**src/rtl/sha256_msg_schedule.sv**
```systemverilog
`default_nettype none
// ============================================================================
// Module   : sha256_msg_schedule
// Brief    : Expands one padded 512-bit block into SHA-256 schedule words
//            W[0..ROUNDS-1] and streams them one per cycle over valid/ready,
//            using a 16-word sliding window.
// Revision : 1.0 - initial release
// ============================================================================
module sha256_msg_schedule #(
    parameter int ROUNDS = 64
) (
    input  logic         clk,
    input  logic         rst,
    input  logic [511:0] block_in,
    input  logic         block_valid,
    output logic         block_ready,
    output logic [31:0]  w_out,
    output logic [5:0]   w_index,
    output logic         w_valid,
    input  logic         w_ready,
    output logic         w_last,
    output logic         done
);

    typedef enum logic [1:0] {
        S_IDLE   = 2'd0,
        S_STREAM = 2'd1,
        S_DONE   = 2'd2
    } state_t;

    localparam logic [5:0] c_LAST_IDX = 6'(ROUNDS - 1);

    state_t      r_state;
    state_t      w_state_next;
    logic [31:0] r_win [16];
    logic [5:0]  r_t;

    logic        w_accept;
    logic        w_xfer;
    logic        w_at_last;
    logic [31:0] w_new_word;

    function automatic logic [31:0] sig0(input logic [31:0] x);
        return {x[6:0], x[31:7]} ^ {x[17:0], x[31:18]} ^ (x >> 3);
    endfunction

    function automatic logic [31:0] sig1(input logic [31:0] x);
        return {x[16:0], x[31:17]} ^ {x[18:0], x[31:19]} ^ (x >> 10);
    endfunction

    // Next window word W[t+16]; wraps modulo 2^32.
    assign w_new_word = sig1(r_win[14]) + r_win[9] + sig0(r_win[1]) + r_win[0];
    assign w_at_last  = (r_t == c_LAST_IDX);

    always_comb begin
        w_state_next = r_state;
        block_ready  = 1'b0;
        w_valid      = 1'b0;
        w_out        = 32'd0;
        w_index      = 6'd0;
        w_last       = 1'b0;
        done         = 1'b0;
        w_accept     = 1'b0;
        w_xfer       = 1'b0;
        case (r_state)
            S_IDLE: begin
                block_ready = 1'b1;
                if (block_valid) begin
                    w_accept     = 1'b1;
                    w_state_next = S_STREAM;
                end
            end
            S_STREAM: begin
                w_valid = 1'b1;
                w_out   = r_win[0];
                w_index = r_t;
                w_last  = w_at_last;
                if (w_ready) begin
                    w_xfer = 1'b1;
                    if (w_at_last) begin
                        w_state_next = S_DONE;
                    end
                end
            end
            S_DONE: begin
                done = 1'b1;
                // Leaving only on a low block_valid keeps a sticky producer
                // from having its block processed twice.
                if (!block_valid) begin
                    w_state_next = S_IDLE;
                end
            end
            default: begin
                w_state_next = S_IDLE;
            end
        endcase
    end

    always_ff @(posedge clk) begin
        if (rst) begin
            r_state <= S_IDLE;
            r_t     <= 6'd0;
            for (int i = 0; i < 16; i++) begin
                r_win[i] <= 32'd0;
            end
        end else begin
            r_state <= w_state_next;
            if (w_accept) begin
                r_t <= 6'd0;
                for (int i = 0; i < 16; i++) begin
                    r_win[i] <= block_in[511 - 32*i -: 32];
                end
            end else if (w_xfer && !w_at_last) begin
                r_t <= r_t + 6'd1;
                for (int i = 0; i < 15; i++) begin
                    r_win[i] <= r_win[i+1];
                end
                r_win[15] <= w_new_word;
            end
        end
    end

endmodule
`default_nettype wire

```
**config.mk**
```make
export PLATFORM = sky130hd
export DESIGN_NAME = sha256_msg_schedule
export DESIGN_NICKNAME = d
export VERILOG_FILES = /design/src/rtl/sha256_msg_schedule.sv
export SDC_FILE = /design/constraint.sdc
export NUM_CORES = 1
export LEC_CHECK = 0
export CELL_PAD_IN_SITES_DETAIL_PLACEMENT = 2
export CELL_PAD_IN_SITES_GLOBAL_PLACEMENT = 2
export CORE_MARGIN = 8
export CORE_UTILIZATION = 36
export CTS_BUF_LIST = sky130_fd_sc_hd__clkbuf_4 sky130_fd_sc_hd__clkbuf_8 sky130_fd_sc_hd__clkbuf_16
export DETAILED_ROUTE_END_ITERATION = 6
export GPL_ROUTABILITY_DRIVEN = 0
export PLACE_DENSITY_LB_ADDON = 0.08
export SETUP_SLACK_MARGIN = 0.1
export SLEW_MARGIN = 5
export SYNTH_ARGS = -nofsm -noshare
export SYNTH_HDL_FRONTEND = slang
export SYNTH_SLANG_ARGS = --single-unit
```
**constraint.sdc**
```tcl
create_clock -name clk -period 11.2 [get_ports clk]
set_input_delay 2.24 -clock clk [delete_from_list [all_inputs] [get_ports clk]]
set_output_delay 2.24 -clock clk [all_outputs]
set_load 0.05 [all_outputs]
```
==> impl_metrics.env, run 1 <==
export IMPL_synth_seq_cells=520
export IMPL_initial_core_util_pct=36.4
export IMPL_dp_cells=3570
export IMPL_ioPinCount=558
export IMPL_tightestPinTransition_ns=1.47
export IMPL_final_min_clock_period_ns=5.43
export IMPL_cts_setup_buffers=0
export IMPL_worstSetupEndpointType="flip-flop"
export IMPL_ant_nets=0
export IMPL_power_density_nw_per_um2=203
export IMPL_finalClockSkew_ns=0.0304
export IMPL_highest_layer="met5"
export IMPL_post_route_util_pct=48.1
export IMPL_die_h_um=285
export IMPL_slew_viol_final=0
export IMPL_worst_setup_path_type="in2reg"
export IMPL_layout_drive_gt1_share_pct=4.77
export IMPL_root_buffer="clkbuf_16"
export IMPL_port_buffers=557
export IMPL_crit_required_ns=11.44
export IMPL_wirelength_mm=112
export IMPL_cts_hold_fix_buffers=0
export IMPL_final_net_count=3291
export IMPL_dr_wl_met2_mm=56.8
export IMPL_final_setup_tns_ns=0
export IMPL_viasPerCell=5.42
export IMPL_status="completed"
export IMPL_wl_per_cell_um=30.3
export IMPL_p_leak_nw=13.4
export IMPL_grt_pass1_wl_mm=157
export IMPL_ctsResizeCount=0
export IMPL_clock_latency_ns=0.62
export IMPL_setup_viol=0
export IMPL_fmax_mhz=184
export IMPL_num_vias=20000
export IMPL_synthCells=2186
export IMPL_async_flop_share_pct=0
export IMPL_synth_nets=2796
export IMPL_final_area_sq_um=34400
export IMPL_placed_cell_area_sq_um=32500
export IMPL_stdcell_count=3689
export IMPL_min_period_over_period_pct=48.5
export IMPL_synth_ff_type="edfxtp_1"
export IMPL_antenna_found_initial=21
export IMPL_ir_worst_vdd_mv=0.126
export IMPL_power_mw=6.97
export IMPL_synth_edf_count=512
export IMPL_ys_warn_count=0
export IMPL_drv_cap=0
export IMPL_relSlewSlack_pct=1.72
export IMPL_grt_pass1_vias=21500
export IMPL_met1_length_mm=45.2
export IMPL_finalHoldViolCount=0
export IMPL_dieWidth_um=285
export IMPL_syn_mean_instance_area_sq_um=11.9
export IMPL_area_delta_synth_final_pct=31.9
export IMPL_met3_length_mm=6.58
export IMPL_drc_errors=0
export IMPL_ys_types=52
export IMPL_grt_setup_unrepaired="false"
export IMPL_dp_hpwl_mm=85.1
export IMPL_grt_max_degree=238
export IMPL_clkTransAtPathRegs_ns=0.06
export IMPL_cts_tree="yes"
export IMPL_cts_buffers=59
export IMPL_ctsLongestPathBuffers=3
export IMPL_first_pass_iters=6
export IMPL_crit_fanout=116
export IMPL_crit_path_start_kind="input port"
export IMPL_netlist_area_sq_um=26100
export IMPL_ys_seq_area_share_pct=59.5
export IMPL_grt_overflow_total=0
export IMPL_core_area_sq_um=71600
export IMPL_dieArea_sq_um=81300
export IMPL_grtUsageTotal_pct=26.2
export IMPL_clock_sinks=520
export IMPL_min_path_type="reg2reg"
export IMPL_h_tree_depth=2
export IMPL_worstPathArrival_ns=5.67
export IMPL_fp_row_count=98
export IMPL_drt_iter0_drc=1727
==> registers in the layout, summed over array words and instances (netlist names) <==
name / count
r_win: 512
r_t: 6
r_state: 2
==> synth_stat cells (all sizes together), types with 3 or more instances <==
cell    number  area share (%)
edfxtp     512              59
nand2      421             6.1
a22o       295             9.9
a21oi      211             4.1
inv        150             2.2
xnor2      122             4.1
clkbuf      82             1.2
fa          62             4.8
buf         57             1.1
o21ai       57             1.1
and2        41            0.98
ha          32             1.5
nor2        29            0.42
xor2        27            0.91
nand3       10            0.19
a31oi        9            0.22
and3         8            0.19
dfxtp        8            0.61
a21o         6            0.17
nand4        5            0.12
o21bai       4            0.12
a21boi       3           0.086
nand2b       3           0.072
nand3b       3           0.086
==> worst max-delay path, stage by stage <==
cell	delay (ns)
clkdlybuf4s50_1	0.59
and3_4	0.35
nor2_1	0.26
inv_8	0.59
buf_4	0.61
buf_4	0.82
==> cell type report <==
cell class	instances	area [sq um]
antenna	14	35.0
clock buffer	70	1560
clock inverter	35	352
fill	7122	37200
inverter	150	581
multi-input combinational	1377	9440
sequential	520	15500
tap	950	1190
timing repair buffer	573	5720
==> cell families (layout without fill, tap and decap cells) <==
family | Yosys count | in the layout | synth area share, %
and+or+nand+nor | 531 | 531 | 8.39
buffers and inverters | 289 | 828 | 4.41
DFF | 520 | 520 | 59.5
AOI/OAI and AO/OA | 601 | 601 | 16.3
other | 0 | 14 | 0
muxes | 2 | 2 | 0.0815
adders and majority gates | 94 | 94 | 6.29
xor gates and xnor gates | 149 | 149 | 5.00
==> metal layers <==
layer / up-vias / GRT usage, %
met5: - / 0
met4: 8 / 6.76
met3: 128 / 4.70
met2: 690 / 46.2
met1: 10300 / 33.0
li1: 8866 / -
==> cell usage in the layout (no fill, tap or decap), types with 11 or more instances in the layout <==
master	instances
edfxtp_1	512
o21ai_0	53
diode_2	14
ha_1	32
inv_1	147
clkbuf_4	11
nor2_1	27
buf_4	14
xnor2_1	122
a21oi_1	210
fa_1	62
clkdlybuf4s50_1	556
and2_1	40
xor2_1	27
clkbuf_16	59
clkinv_2	18
nand2_1	421
a22o_1	295
==> worst paths after layout <==
kind,start,end,slack [ns],cells past startpoint
worst max-delay path,w_ready,r_win[0][118]$_SDFFCE_PN0P_,5.77,6
worst min register to register,r_win[0][322]$_DFFE_PP_,r_win[0][290]$_DFFE_PP_,0.54,1
worst min-delay path,r_win[0][322]$_DFFE_PP_,r_win[0][290]$_DFFE_PP_,0.54,1
worst max register to register,r_win[0][466]$_DFFE_PP_,r_win[0][511]$_DFFE_PP_,6.02,17
==> report_power, final <==
part	internal (mW)	switching (mW)
combinational	0.956	1.55
sequential	2.38	0.147
clock	1.11	0.825
==> metrics by stage <==
step | hold slack (ns) | setup slack, ns
3_5_place_dp | 0.531 | 5.18
5_1_grt | 0.561 | 5.57
2_1_floorplan | 0.467 | 3.49
6_report | 0.542 | 5.77
4_1_cts | 0.541 | 5.85
3_3_place_gp | 0.522 | 5.33
No activity file was read; power rests on OpenSTA's default activity.
==> run 2, diff against run 1 <==
--- a/config.mk
+++ b/config.mk
@@ -8,7 +8,7 @@
 export CELL_PAD_IN_SITES_DETAIL_PLACEMENT = 2
 export CELL_PAD_IN_SITES_GLOBAL_PLACEMENT = 2
 export CORE_MARGIN = 8
-export CORE_UTILIZATION = 36
+export CORE_UTILIZATION = 30
 export CTS_BUF_LIST = sky130_fd_sc_hd__clkbuf_4 sky130_fd_sc_hd__clkbuf_8 sky130_fd_sc_hd__clkbuf_16
 export DETAILED_ROUTE_END_ITERATION = 6
 export GPL_ROUTABILITY_DRIVEN = 0
==> constraint.sdc (replaced) <==
create_clock -name clk -period 4.6 [get_ports clk]
set_input_delay 0.92 -clock clk [delete_from_list [all_inputs] [get_ports clk]]
set_output_delay 0.92 -clock clk [all_outputs]
set_load 0.05 [all_outputs]
==> impl_metrics.env, run 2 (same netlist as run 1, synthesis figures left out) <==
export IMPL_clkTransAtPathRegs_ns=0.06
export IMPL_dieWidth_um=311
export IMPL_cts_hold_fix_buffers=0
export IMPL_crit_required_ns=4.90
export IMPL_antenna_found_initial=28
export IMPL_crit_cells=16
export IMPL_drv_cap=0
export IMPL_grt_busiest_layer="met2"
export IMPL_critical_path_top_delay_family="compound AO/OA/AOI/OAI gates"
export IMPL_p_leak_nw=13.9
export IMPL_finalClockSkew_ns=0.0270
export IMPL_num_vias=20100
export IMPL_dieArea_sq_um=96700
export IMPL_viasPerCell=5.07
export IMPL_final_min_clock_period_ns=4.39
export IMPL_ir_worst_vdd_mv=0.249
export IMPL_largestRegisters="r_win x512, r_t x6, r_state x2"
export IMPL_crit_path_start_kind="flip-flop"
export IMPL_grt_pass1_vias=21900
export IMPL_slew_viol_final=0
export IMPL_worst_setup_path_type="reg2reg"
export IMPL_placed_cell_area_sq_um=33200
export IMPL_die_h_um=311
export IMPL_grt_setup_unrepaired="true"
export IMPL_first_pass_iters=7
export IMPL_final_net_count=3351
export IMPL_clock_latency_ns=0.61
export IMPL_min_path_type="reg2reg"
export IMPL_h_tree_depth=3
export IMPL_use_met3_pct=4.73
export IMPL_root_buffer="clkbuf_16"
export IMPL_cp_num_buf_inv=3
export IMPL_dp_cells=3816
export IMPL_setup_ws_ns=0.213
export IMPL_ant_nets=0
export IMPL_use_met2_pct=40.4
export IMPL_port_buffers=557
export IMPL_core_area_sq_um=86500
export IMPL_wirelength_mm=117
export IMPL_ctsLongestPathBuffers=3
export IMPL_fp_row_count=108
export IMPL_grt_met1_usage_pct=29.7
export IMPL_place_ws_ns=0.0994
export IMPL_setup_viol=0
export IMPL_initial_core_util_pct=30.2
export IMPL_status="completed"
export IMPL_mostFrequentLayoutCells="clkdlybuf4s50_1, edfxtp_1, nand2_1"
export IMPL_area_delta_synth_final_pct=36.6
export IMPL_crit_chain="buf_4 > xnor2_2 > xnor2_2 > fa_1 > inv_1 > fa_1 > inv_1 > ha_1 > a21oi_1 > nor2_1 > a211o_1 > a21o_1 > a221oi_4 > o31ai_1 > xnor2_1 > o21ai_1"
export IMPL_clock_sinks=520
export IMPL_hold_depth=1
export IMPL_relSlewSlack_pct=23.0
export IMPL_largest_register="r_win"
export IMPL_drc_errors=0
export IMPL_rr_worst_depth=16
export IMPL_stdcell_count=3962
export IMPL_wl_per_cell_um=29.6
export IMPL_min_period_over_period_pct=95.4
export IMPL_worstSetupEndpointType="flip-flop"
export IMPL_layout_drive_gt1_share_pct=7.88
export IMPL_whs_ns=0.539
export IMPL_dp_hpwl_mm=91.2
export IMPL_tightestPinTransition_ns=1.16
export IMPL_cts_tree="yes"
export IMPL_finalHoldViolCount=0
export IMPL_grt_pass1_wl_mm=165
export IMPL_grt_overflow_total=0
export IMPL_power_density_nw_per_um2=499
export IMPL_layout_commonest_cell="clkdlybuf4s50_1"
export IMPL_worstPathArrival_ns=4.69
export IMPL_max_stage_delay_ns=0.50
export IMPL_grtUsageTotal_pct=23.3
export IMPL_grt_max_degree=188
export IMPL_crit_fanout=4
export IMPL_ioPinCount=558
export IMPL_drt_iter0_drc=1621
export IMPL_largest_reg_flops=512
export IMPL_cts_buffers=66
export IMPL_final_area_sq_um=35600
export IMPL_fmax_mhz=228
export IMPL_crit_slowest_cell="fa_1"
[run 2: routing by layer]
metal / part of all wire, % / vias to the layer above / routed length (um)
met5: 0.069 / - / 81
li1: - / 9009 / -
met1: 42 / 10300 / 48700
met2: 50 / 646 / 58700
met3: 5.9 / 128 / 6890
met4: 2.5 / 14 / 2920
[run 2: final timing paths]
kind	startpoint	to	slack, ns
hold reg to reg	r_win[0][254]$_SDFFCE_PN0P_	r_win[0][222]$_SDFFCE_PN0P_	0.54
setup reg to reg	r_win[0][50]$_SDFFCE_PN0P_	r_win[0][508]$_DFFE_PP_	0.21
setup / recovery	r_win[0][50]$_SDFFCE_PN0P_	r_win[0][508]$_DFFE_PP_	0.21
hold / removal	r_win[0][254]$_SDFFCE_PN0P_	r_win[0][222]$_SDFFCE_PN0P_	0.54
[run 2: final cells by class]
class	count	area, sq um
antenna	16	40.0
clock buffer	85	1800
clock inverter	33	332
fill	8858	50900
inverter	150	573
multi-input combinational	1377	9650
sequential	520	15500
tap	1155	1450
timing repair buffer	626	6260
[run 2: worst register-to-register path: stages, from the launching register on]
cell and delay, ns:
edfxtp_1 0.48, buf_4 0.19, xnor2_2 0.15, xnor2_2 0.38, fa_1 0.50, inv_1 0.08
fa_1 0.41, inv_1 0.07, ha_1 0.26, a21oi_1 0.19, nor2_1 0.07, a211o_1 0.29
a21o_1 0.21, a221oi_4 0.37, o31ai_1 0.16, xnor2_1 0.17, o21ai_1 0.10
[run 2: repair_timing]
item,in CTS,in global routing
setup buffers,0,12
pin swaps,0,4
setup endpoints to repair,2,12
resized for setup,1,32
[run 2: per-stage QoR]
stage / setup TNS (ns) / utilization, % / power (mW)
floorplan: -142.16 / - / 9.80
global placement: 0 / 38.4 / 12.3
detailed placement: 0 / 38.4 / 12.5
CTS: 0 / 40.8 / 17.7
global route: 0 / 41.2 / 18.6
finish: 0 / 41.2 / 17.8
[run 2: report_power, final]
group	total [mW]	leakage, nW	switching [mW]	internal, mW
Sequential	6.11	5.64	0.323	5.78
Clock	5.17	1.06	2.15	3.02
Combinational	6.49	7.16	3.93	2.56
Total	17.8	13.9	6.40	11.4
